**config.mk**
```make
export PLATFORM = sky130hd
export DESIGN_NAME = uart_rx
export DESIGN_NICKNAME = d
export VERILOG_FILES = /design/src/rtl/uart_rx.sv
export SDC_FILE = /design/constraint.sdc
export NUM_CORES = 1
export LEC_CHECK = 0
export CORE_UTILIZATION = 59
export DETAILED_ROUTE_END_ITERATION = 6
export PLACE_DENSITY = 0.81
export SETUP_SLACK_MARGIN = 0.3
export SLEW_MARGIN = 30
export SYNTH_ARGS = -nofsm -noshare
export SYNTH_HDL_FRONTEND = slang
export SYNTH_SLANG_ARGS = --single-unit
```
**constraint.sdc**
```tcl
create_clock -name i_clock -period 4.4 [get_ports i_clock]
set_clock_uncertainty 0.1 [all_clocks]
set_input_delay 0.66 -clock i_clock [delete_from_list [all_inputs] [get_ports i_clock]]
set_output_delay 0.66 -clock i_clock [all_outputs]
set_load 0.005 [all_outputs]
```
**src/rtl/uart_rx.sv**
```systemverilog
// 16x-oversampled UART receiver: start-bit validation, LSB-first deserialisation, stop-bit framing check.
// Optional even-parity stage is enabled by defining RX_PARITY_EN.
module uart_rx #(
  parameter int WIDTH_WORD    = 8,
  parameter int CANT_BIT_STOP = 2,
  parameter int TICKS_PER_BIT = 16
) (
  input  logic                  i_clock,
  input  logic                  i_reset,
  input  logic                  i_tick,
  input  logic                  i_bit_rx,
  output logic [WIDTH_WORD-1:0] o_data,
  output logic                  o_rx_done,
  output logic                  o_frame_error,
  output logic                  o_parity_error
);

  localparam int BW = $clog2(WIDTH_WORD) + 1;
  localparam logic [3:0]    TICK_MID  = 4'(TICKS_PER_BIT / 2 - 1);
  localparam logic [3:0]    TICK_END  = 4'(TICKS_PER_BIT - 1);
  localparam logic [BW-1:0] LAST_DATA = BW'(WIDTH_WORD);
  localparam logic [BW-1:0] LAST_STOP = BW'(CANT_BIT_STOP);

`ifdef RX_PARITY_EN
  typedef enum logic [2:0] {IDLE, START, DATA, PARITY, STOP} state_t;
`else
  typedef enum logic [1:0] {IDLE, START, DATA, STOP} state_t;
`endif

  state_t                state_q, state_d;
  logic                  sync1_q, sync2_q;
  logic [3:0]            tick_q, tick_d;
  logic [BW-1:0]         bit_q, bit_d;
  logic [WIDTH_WORD-1:0] shift_q, shift_d;
  logic                  flag_q, flag_d;
  logic [WIDTH_WORD-1:0] data_q, data_d;
  logic                  done_q, done_d;
  logic                  ferr_q, ferr_d;
`ifdef RX_PARITY_EN
  logic                  par_q, par_d;
  logic                  perr_q, perr_d;
`endif
  logic                  line;

  assign line = sync2_q;

  always_ff @(posedge i_clock) begin
    if (!i_reset) begin
      state_q <= IDLE;
      sync1_q <= 1'b1;
      sync2_q <= 1'b1;
      tick_q  <= '0;
      bit_q   <= '0;
      shift_q <= '0;
      flag_q  <= 1'b0;
      data_q  <= '0;
      done_q  <= 1'b0;
      ferr_q  <= 1'b0;
`ifdef RX_PARITY_EN
      par_q   <= 1'b0;
      perr_q  <= 1'b0;
`endif
    end else begin
      state_q <= state_d;
      sync1_q <= i_bit_rx;
      sync2_q <= sync1_q;
      tick_q  <= tick_d;
      bit_q   <= bit_d;
      shift_q <= shift_d;
      flag_q  <= flag_d;
      data_q  <= data_d;
      done_q  <= done_d;
      ferr_q  <= ferr_d;
`ifdef RX_PARITY_EN
      par_q   <= par_d;
      perr_q  <= perr_d;
`endif
    end
  end

  always_comb begin
    state_d = state_q;
    tick_d  = tick_q;
    bit_d   = bit_q;
    shift_d = shift_q;
    flag_d  = flag_q;
    data_d  = data_q;
    done_d  = 1'b0;
    ferr_d  = ferr_q;
`ifdef RX_PARITY_EN
    par_d   = par_q;
    perr_d  = perr_q;
`endif
    unique case (state_q)
      IDLE: begin
        if (!line) begin
          state_d = START;
          tick_d  = '0;
        end
      end
      START: begin
        if (i_tick) begin
          if (tick_q == TICK_MID) begin
            if (line) begin
              state_d = IDLE;
            end else begin
              state_d = DATA;
              tick_d  = '0;
              bit_d   = '0;
              flag_d  = 1'b0;
            end
          end else begin
            tick_d = tick_q + 4'd1;
          end
        end
      end
      DATA: begin
        if (i_tick) begin
          if (tick_q == TICK_END) begin
            tick_d  = '0;
            shift_d = {line, shift_q[WIDTH_WORD-1:1]};
            bit_d   = bit_q + 1'b1;
            // bit counter is reused to count stop bits, so clear it on the way out
            if (bit_d == LAST_DATA) begin
              bit_d   = '0;
`ifdef RX_PARITY_EN
              state_d = PARITY;
`else
              state_d = STOP;
`endif
            end
          end else begin
            tick_d = tick_q + 4'd1;
          end
        end
      end
`ifdef RX_PARITY_EN
      PARITY: begin
        if (i_tick) begin
          if (tick_q == TICK_END) begin
            tick_d  = '0;
            par_d   = line;
            state_d = STOP;
          end else begin
            tick_d = tick_q + 4'd1;
          end
        end
      end
`endif
      STOP: begin
        if (i_tick) begin
          if (tick_q == TICK_END) begin
            tick_d = '0;
            flag_d = flag_q | ~line;
            bit_d  = bit_q + 1'b1;
            if (bit_d == LAST_STOP) begin
              state_d = IDLE;
              bit_d   = '0;
              data_d  = shift_q;
              ferr_d  = flag_q | ~line;
              done_d  = 1'b1;
`ifdef RX_PARITY_EN
              perr_d  = ^{shift_q, par_q};
`endif
            end
          end else begin
            tick_d = tick_q + 4'd1;
          end
        end
      end
      default: state_d = IDLE;
    endcase
  end

  assign o_data        = data_q;
  assign o_rx_done     = done_q;
  assign o_frame_error = ferr_q;
`ifdef RX_PARITY_EN
  assign o_parity_error = perr_q;
`else
  assign o_parity_error = 1'b0;
`endif

endmodule

```
==> flow_metrics.py, run 1 <==
metrics = {
    "timing": {
        "setup_viol": 0,
        "post-route-min-period_ns": 2.21,
        "slew_violations": 0,
        "rsz0062_at_grt": "false",
        "tns_ns": 0,
        "clock.fmax_mhz": 453,
        "slew_headroom_pct": 49.9,
        "min_period_over_period_pct": 50.2,
        "worst_slew_pin_slew_ns": 0.751,
        "hold_ws_ns": 0.333,
        "hold_viol_final": 0,
        "setup_slack_ns": 2.19,
    },
    "worst_setup_path": {
        "critPathLaunchType": "primary input",
        "crit_chain": "clkdlybuf4s50_1 > and3_2 > nand4_2 > nor4b_1 > nor3_1",
        "crit_cells": 5,
        "cpLargestDelayFamily": "simple AND/OR/NAND/NOR gates",
        "path_buf_inv": 1,
        "r2r-start": "tick_q[0]",
        "path_class": "primary input to flop",
        "worstPathArrival_ns": 2.30,
        "critPathMaxStageDelay_ns": 0.56,
        "rr_worst_depth": 5,
        "cp.required_ns": 4.49,
        "endpoint_kind": "flop",
        "critPathMaxFanout": 10,
        "crit_path_top_delay_cell": "clkdlybuf4s50_1",
        "worstSetupStartpoint": "i_tick",
    },
    "layout": {
        "area_delta_synth_final_pct": 10.8,
        "drive_gt1_share_pct": 8.09,
        "finalNetCount": 179,
        "design_area_um2": 1610,
        "final_common_cell": "dfxtp_1",
        "layout_common_cells": "dfxtp_1 (31), a21oi_1 (16), nor2_1 (15), clkdlybuf4s50_1 (13), o21ai_1 (10)",
        "diodes": 0,
        "fillers": 183,
    },
    "power": {
        "power.leakage_nw": 0.536,
        "swShare_pct": 23.9,
        "p_int_mw": 0.347,
        "seqPwrFrac_pct": 62.6,
        "clockPowerShare_pct": 34.3,
        "powerDensity_nw_per_um2": 284,
        "p_comb_share_pct": 3.1,
        "switchingPower_mw": 0.109,
        "ir_drop_v": 0.000244,
    },
    "cts": {
        "postCtsHoldBufs": 0,
        "numCtsBuffers": 5,
        "cts_buffer_depth": 2,
        "ctsRootBufferMaster": "clkbuf_4",
        "cts_setup_buffers": 0,
        "tritoncts": "built",
        "clock_sinks": 31,
        "htreeDepth": 2,
        "worstSkewPairLatency_ns": 0.35,
        "post_cts_resized": 0,
        "path_clk_slew_ns": 0.09,
    },
    "placement": {
        "port_buffers": 13,
        "dp_slack_ns": 1.89,
        "gp_congestion": 0.873,
        "dp_hpwl_um": 2160,
        "dpl_cell_area_um2": 1560,
    },
    "worst_hold_path": {
        "hp-start": "sync1_q",
        "min_delay_path_depth": 1,
        "hold_path.class": "flop to flop",
    },
    "synthesis": {
        "postSynthAreaPerCell_um2": 8.90,
        "synth_nets": 170,
        "synth_cell_types": 43,
        "yosysSeqAreaShare_pct": 42.8,
        "yosys_warnings": 0,
        "syn-cell-area_um2": 1450,
        "async_flop_share_pct": 0,
        "syn_inst": 163,
        "synth-seq-cells": 31,
        "yosys_most_used_dff": "dfxtp_1",
        "synth_edf_count": 0,
    },
    "die": {
        "core_um2": 2280,
        "fp.dieW_um": 51.6,
        "num_io_pins": 15,
        "start_util_pct": 63.8,
        "die_h_um": 51.6,
        "rows": 17,
        "die_area_um2": 2660,
    },
    "routing": {
        "wire_per_inst_um": 15.7,
        "drc_errors": 0,
        "viasPerCell": 6.24,
        "drtPass1Iterations": 4,
        "antenna_left": 0,
        "drt_iter0_drc": 33,
        "vias": 1255,
        "drt-total-wl_um": 3150,
    },
    "grt": {
        "grt_util_all_layers_pct": 27.6,
        "grt_pass1_vias": 1112,
        "grt_overflow": 0,
        "grt_max_degree": 27,
        "antenna_found_initial": 0,
        "grt_pass1_wl_um": 5200,
    },
    "run_status": {
        "status": "finished, final reports clean",
    },
    "run": {
        "maxCapViolCount": 0,
    },
}
-- power groups by stage --
stage	clock network, mW	logic [mW]	registers (mW)
global route	0.169	0.0157	0.286
detailed placement	0	0.0138	0.292
finish	0.156	0.0140	0.285
global placement	0	0.0133	0.292
CTS	0.159	0.0139	0.285
floorplan	0	0.0116	0.290
-- worst paths after layout --
path,to,slack (ns)
setup / recovery,o_frame_error,2.19
setup reg to reg,o_frame_error,2.24
hold / removal,line,0.33
hold reg to reg,line,0.33
-- per-layer routing --
layer / GRT usage, % / up-vias / wire length [um]
li1: - / 618 / -
met1: 32.1 / 589 / 1370
met2: 45.9 / 38 / 1550
met3: 6.14 / 10 / 151
met4: 17.1 / 0 / 75
met5: 0 / - / 0
-- per-stage QoR --
step	utilization [%]	cells	power, mW
global route	70.6	201	0.471
CTS	70.6	201	0.458
global placement	68.3	193	0.305
detailed placement	68.3	193	0.306
floorplan	-	163	0.301
finish	70.6	201	0.456
-- state kept, by name, indices dropped and copies added, names as in the netlist, named ones only --
register / flops
o_data: 8
flag_q: 1
bit_q: 4
shift_q: 8
state_q: 1
sync1_q: 1
o_rx_done: 1
tick_q: 4
o_frame_error: 1
line: 1
-- cell usage after synthesis (2+ instances only) --
cell | n | area [um^2]
or3_1 | 3 | 18.8
nand2b_1 | 4 | 25.0
o21ai_1 | 10 | 50.1
nand3b_1 | 2 | 15.0
nand4_1 | 9 | 56.3
dfxtp_1 | 31 | 621
buf_2 | 3 | 15.0
o31ai_1 | 2 | 15.0
buf_4 | 4 | 30.0
o21ai_0 | 2 | 10.0
a31oi_1 | 3 | 18.8
ha_1 | 3 | 37.5
xnor2_1 | 2 | 17.5
a21oi_1 | 16 | 80.1
nor3_1 | 4 | 20.0
nand2_1 | 5 | 18.8
nor2_1 | 15 | 56.3
o41ai_1 | 2 | 17.5
nand3_1 | 6 | 30.0
and3_1 | 2 | 12.5
o22ai_1 | 2 | 12.5
mux2i_1 | 8 | 80.1
inv_1 | 3 | 11.3
clkbuf_1 | 3 | 11.3
-- kinds of logic (layout without fill, tap and decap cells) --
group           after synthesis  in the layout  synth area share (%)
mux                           8              8                  5.52
simple gates                 60             60                  23.5
flops                        31             31                  42.8
compound gates               44             44                  19.1
fa+ha+maj                     3              3                  2.59
other cells                   1              1                 0.258
buf+inv                      14             24                  5.00
xor+xnor                      2              2                  1.21
-- layout make-up --
cell class | count | area (um^2) | area share (%)
clock buffer | 5 | 37.5 | 2.33
clock inverter | 3 | 15.0 | 0.934
inverter | 3 | 11.3 | 0.700
multi-input combinational | 118 | 758 | 47.2
sequential | 31 | 621 | 38.6
tap | 28 | 35.0 | 2.18
timing repair buffer | 13 | 130 | 8.09
(Power assumes the default switching activity.)
==> inputs of run 2 (changes only) <==
CORE_UTILIZATION = 49   (was 59)
PLACE_DENSITY = 0.72   (was 0.81)
clock period = 1.8 ns   (was 4.4 ns; I/O delays follow)
==> run 2 against run 1 <==
Setup slack lost 2.0 ns. Critical path type is now flop to flop. Sequential power grew 140%. Via count grew 8.5%.
==> flow_metrics.py, run 2 (synthesized netlist as in run 1, its figures left out) <==
metrics = {
    "power": {
        "p_comb_share_pct": 3.3,
        "switchingPower_mw": 0.279,
        "p_int_mw": 1.03,
        "seqPwrFrac_pct": 53.0,
        "swShare_pct": 21.2,
        "powerDensity_nw_per_um2": 673,
        "clockPowerShare_pct": 43.8,
        "ir_drop_v": 0.000725,
        "power.leakage_nw": 0.750,
    },
    "worst_setup_path": {
        "path_class": "flop to flop",
        "endpoint_kind": "flop",
        "critPathMaxFanout": 9,
        "critPathLaunchType": "flop",
        "cp.required_ns": 1.92,
        "worstPathArrival_ns": 1.76,
    },
    "layout": {
        "area_delta_synth_final_pct": 34.5,
        "fin_util_pct": 70.2,
        "drive_gt1_share_pct": 34.5,
        "final_common_cell": "buf_4",
        "layout_common_cells": "buf_4 (20), a21oi_1 (15), nor2_1 (15), dfxtp_1 (15), dfxtp_2 (14)",
        "seqCellArea_um2": 646,
        "diodes": 0,
        "fin_cells": 228,
        "finalNetCount": 203,
        "fillers": 221,
        "multi_input_area_um2": 850,
    },
    "grt": {
        "antenna_found_initial": 0,
        "grt_pass1_wl_um": 5620,
        "grt_max_degree": 21,
        "grt_overflow": 0,
        "grt_util_all_layers_pct": 23.2,
        "grt_pass1_vias": 1241,
    },
    "timing": {
        "rsz0062_at_grt": "true",
        "clock.fmax_mhz": 610,
        "hold_viol_final": 0,
        "hold_ws_ns": 0.332,
        "tns_ns": 0,
        "post-route-min-period_ns": 1.64,
        "setup_viol": 0,
        "slew_violations": 0,
        "min_period_over_period_pct": 91.1,
    },
    "die": {
        "core_um2": 2780,
        "rows": 19,
        "die_area_um2": 3180,
        "num_io_pins": 15,
        "die_h_um": 56.4,
        "fp.dieW_um": 56.4,
        "start_util_pct": 52.2,
    },
    "cts": {
        "clock_sinks": 31,
        "tritoncts": "built",
        "path_clk_slew_ns": 0.09,
        "htreeDepth": 2,
        "postCtsHoldBufs": 0,
        "numCtsBuffers": 5,
        "worstSkewPairLatency_ns": 0.33,
        "cts_buffer_depth": 2,
        "ctsRootBufferMaster": "clkbuf_4",
    },
    "routing": {
        "drt_iter0_drc": 57,
        "vias": 1362,
        "drc_errors": 0,
        "drt-total-wl_um": 3420,
        "antenna_left": 0,
        "drtPass1Iterations": 4,
        "viasPerCell": 5.97,
        "wire_per_inst_um": 15.0,
    },
    "placement": {
        "gp_congestion": 0.800,
        "dp.cells": 212,
        "port_buffers": 13,
        "dp_hpwl_um": 2160,
    },
    "run_status": {
        "status": "finished, final reports clean",
    },
    "worst_hold_path": {
        "hold_path.class": "flop to flop",
    },
    "run": {
        "maxCapViolCount": 0,
    },
}
[run 2: cell count changes in the layout (fill, tap and decap cells not counted), moves of 8 or more]
cell / change
dfxtp_2: +14
dlygate4sd2_1: +8
clkdlybuf4s50_1: -9
dfxtp_1: -16
buf_4: +20
[run 2: repair_timing]
item | CTS | global route
setup endpoints to repair | 36 | 31
gates cloned | 1 | 0
gates resized for setup | 31 | 8
pin swaps | 1 | 5
setup buffers | 6 | 1
[run 2: cell type report]
class / count / area share (%)
multi-input cells: 118 / 43.5
flip-flops and latches: 31 / 33.1
well taps: 31 / 1.99
inverters: 3 / 0.577
clock buffers: 6 / 2.63
clock inverters: 2 / 1.79
repair buffers: 37 / 16.4
[run 2: path summary, 6_finish.rpt]
check / start / slack [ns] / end / cells past startpoint
max: bit_q[0] / 0.16 / o_data[0] / 6
min: sync1_q / 0.33 / line / 1
max reg2reg: bit_q[0] / 0.16 / o_data[0] / 6
min reg2reg: sync1_q / 0.33 / line / 1
[run 2: power by group through the flow]
stage | Sequential (mW) | Clock, mW | Combinational (mW)
floorplan | 0.709 | 0 | 0.0284
global placement | 0.713 | 0 | 0.0389
detailed placement | 0.714 | 0 | 0.0397
CTS | 0.695 | 0.582 | 0.0421
global route | 0.696 | 0.614 | 0.0473
finish | 0.695 | 0.575 | 0.0431
[run 2: critical path: stages, from the launching register on]
cell and delay (ns):
dfxtp_4 0.38, ha_4 0.17, or3_4 0.34, o31a_1 0.17, buf_6 0.17, o21ai_1 0.13
a21oi_1 0.07
[run 2: stage by stage]
step,setup WS [ns],cell area [um^2],power [mW]
finish,0.161,1950,1.31
global route,0.105,1950,1.36
CTS,0.178,1910,1.32
detailed placement,-0.0240,1730,0.754
global placement,0.0321,1730,0.752
floorplan,0.225,1500,0.738
[run 2: routing by layer]
layer  up-vias  part of all wire [%]  global-route usage [%]
li1        662                     -                       -
met1       633                    42                    27.3
met2        59                    50                    40.3
met3         8                   6.4                    6.22
met4         0                   1.7                    7.67
met5         -                     0                       0
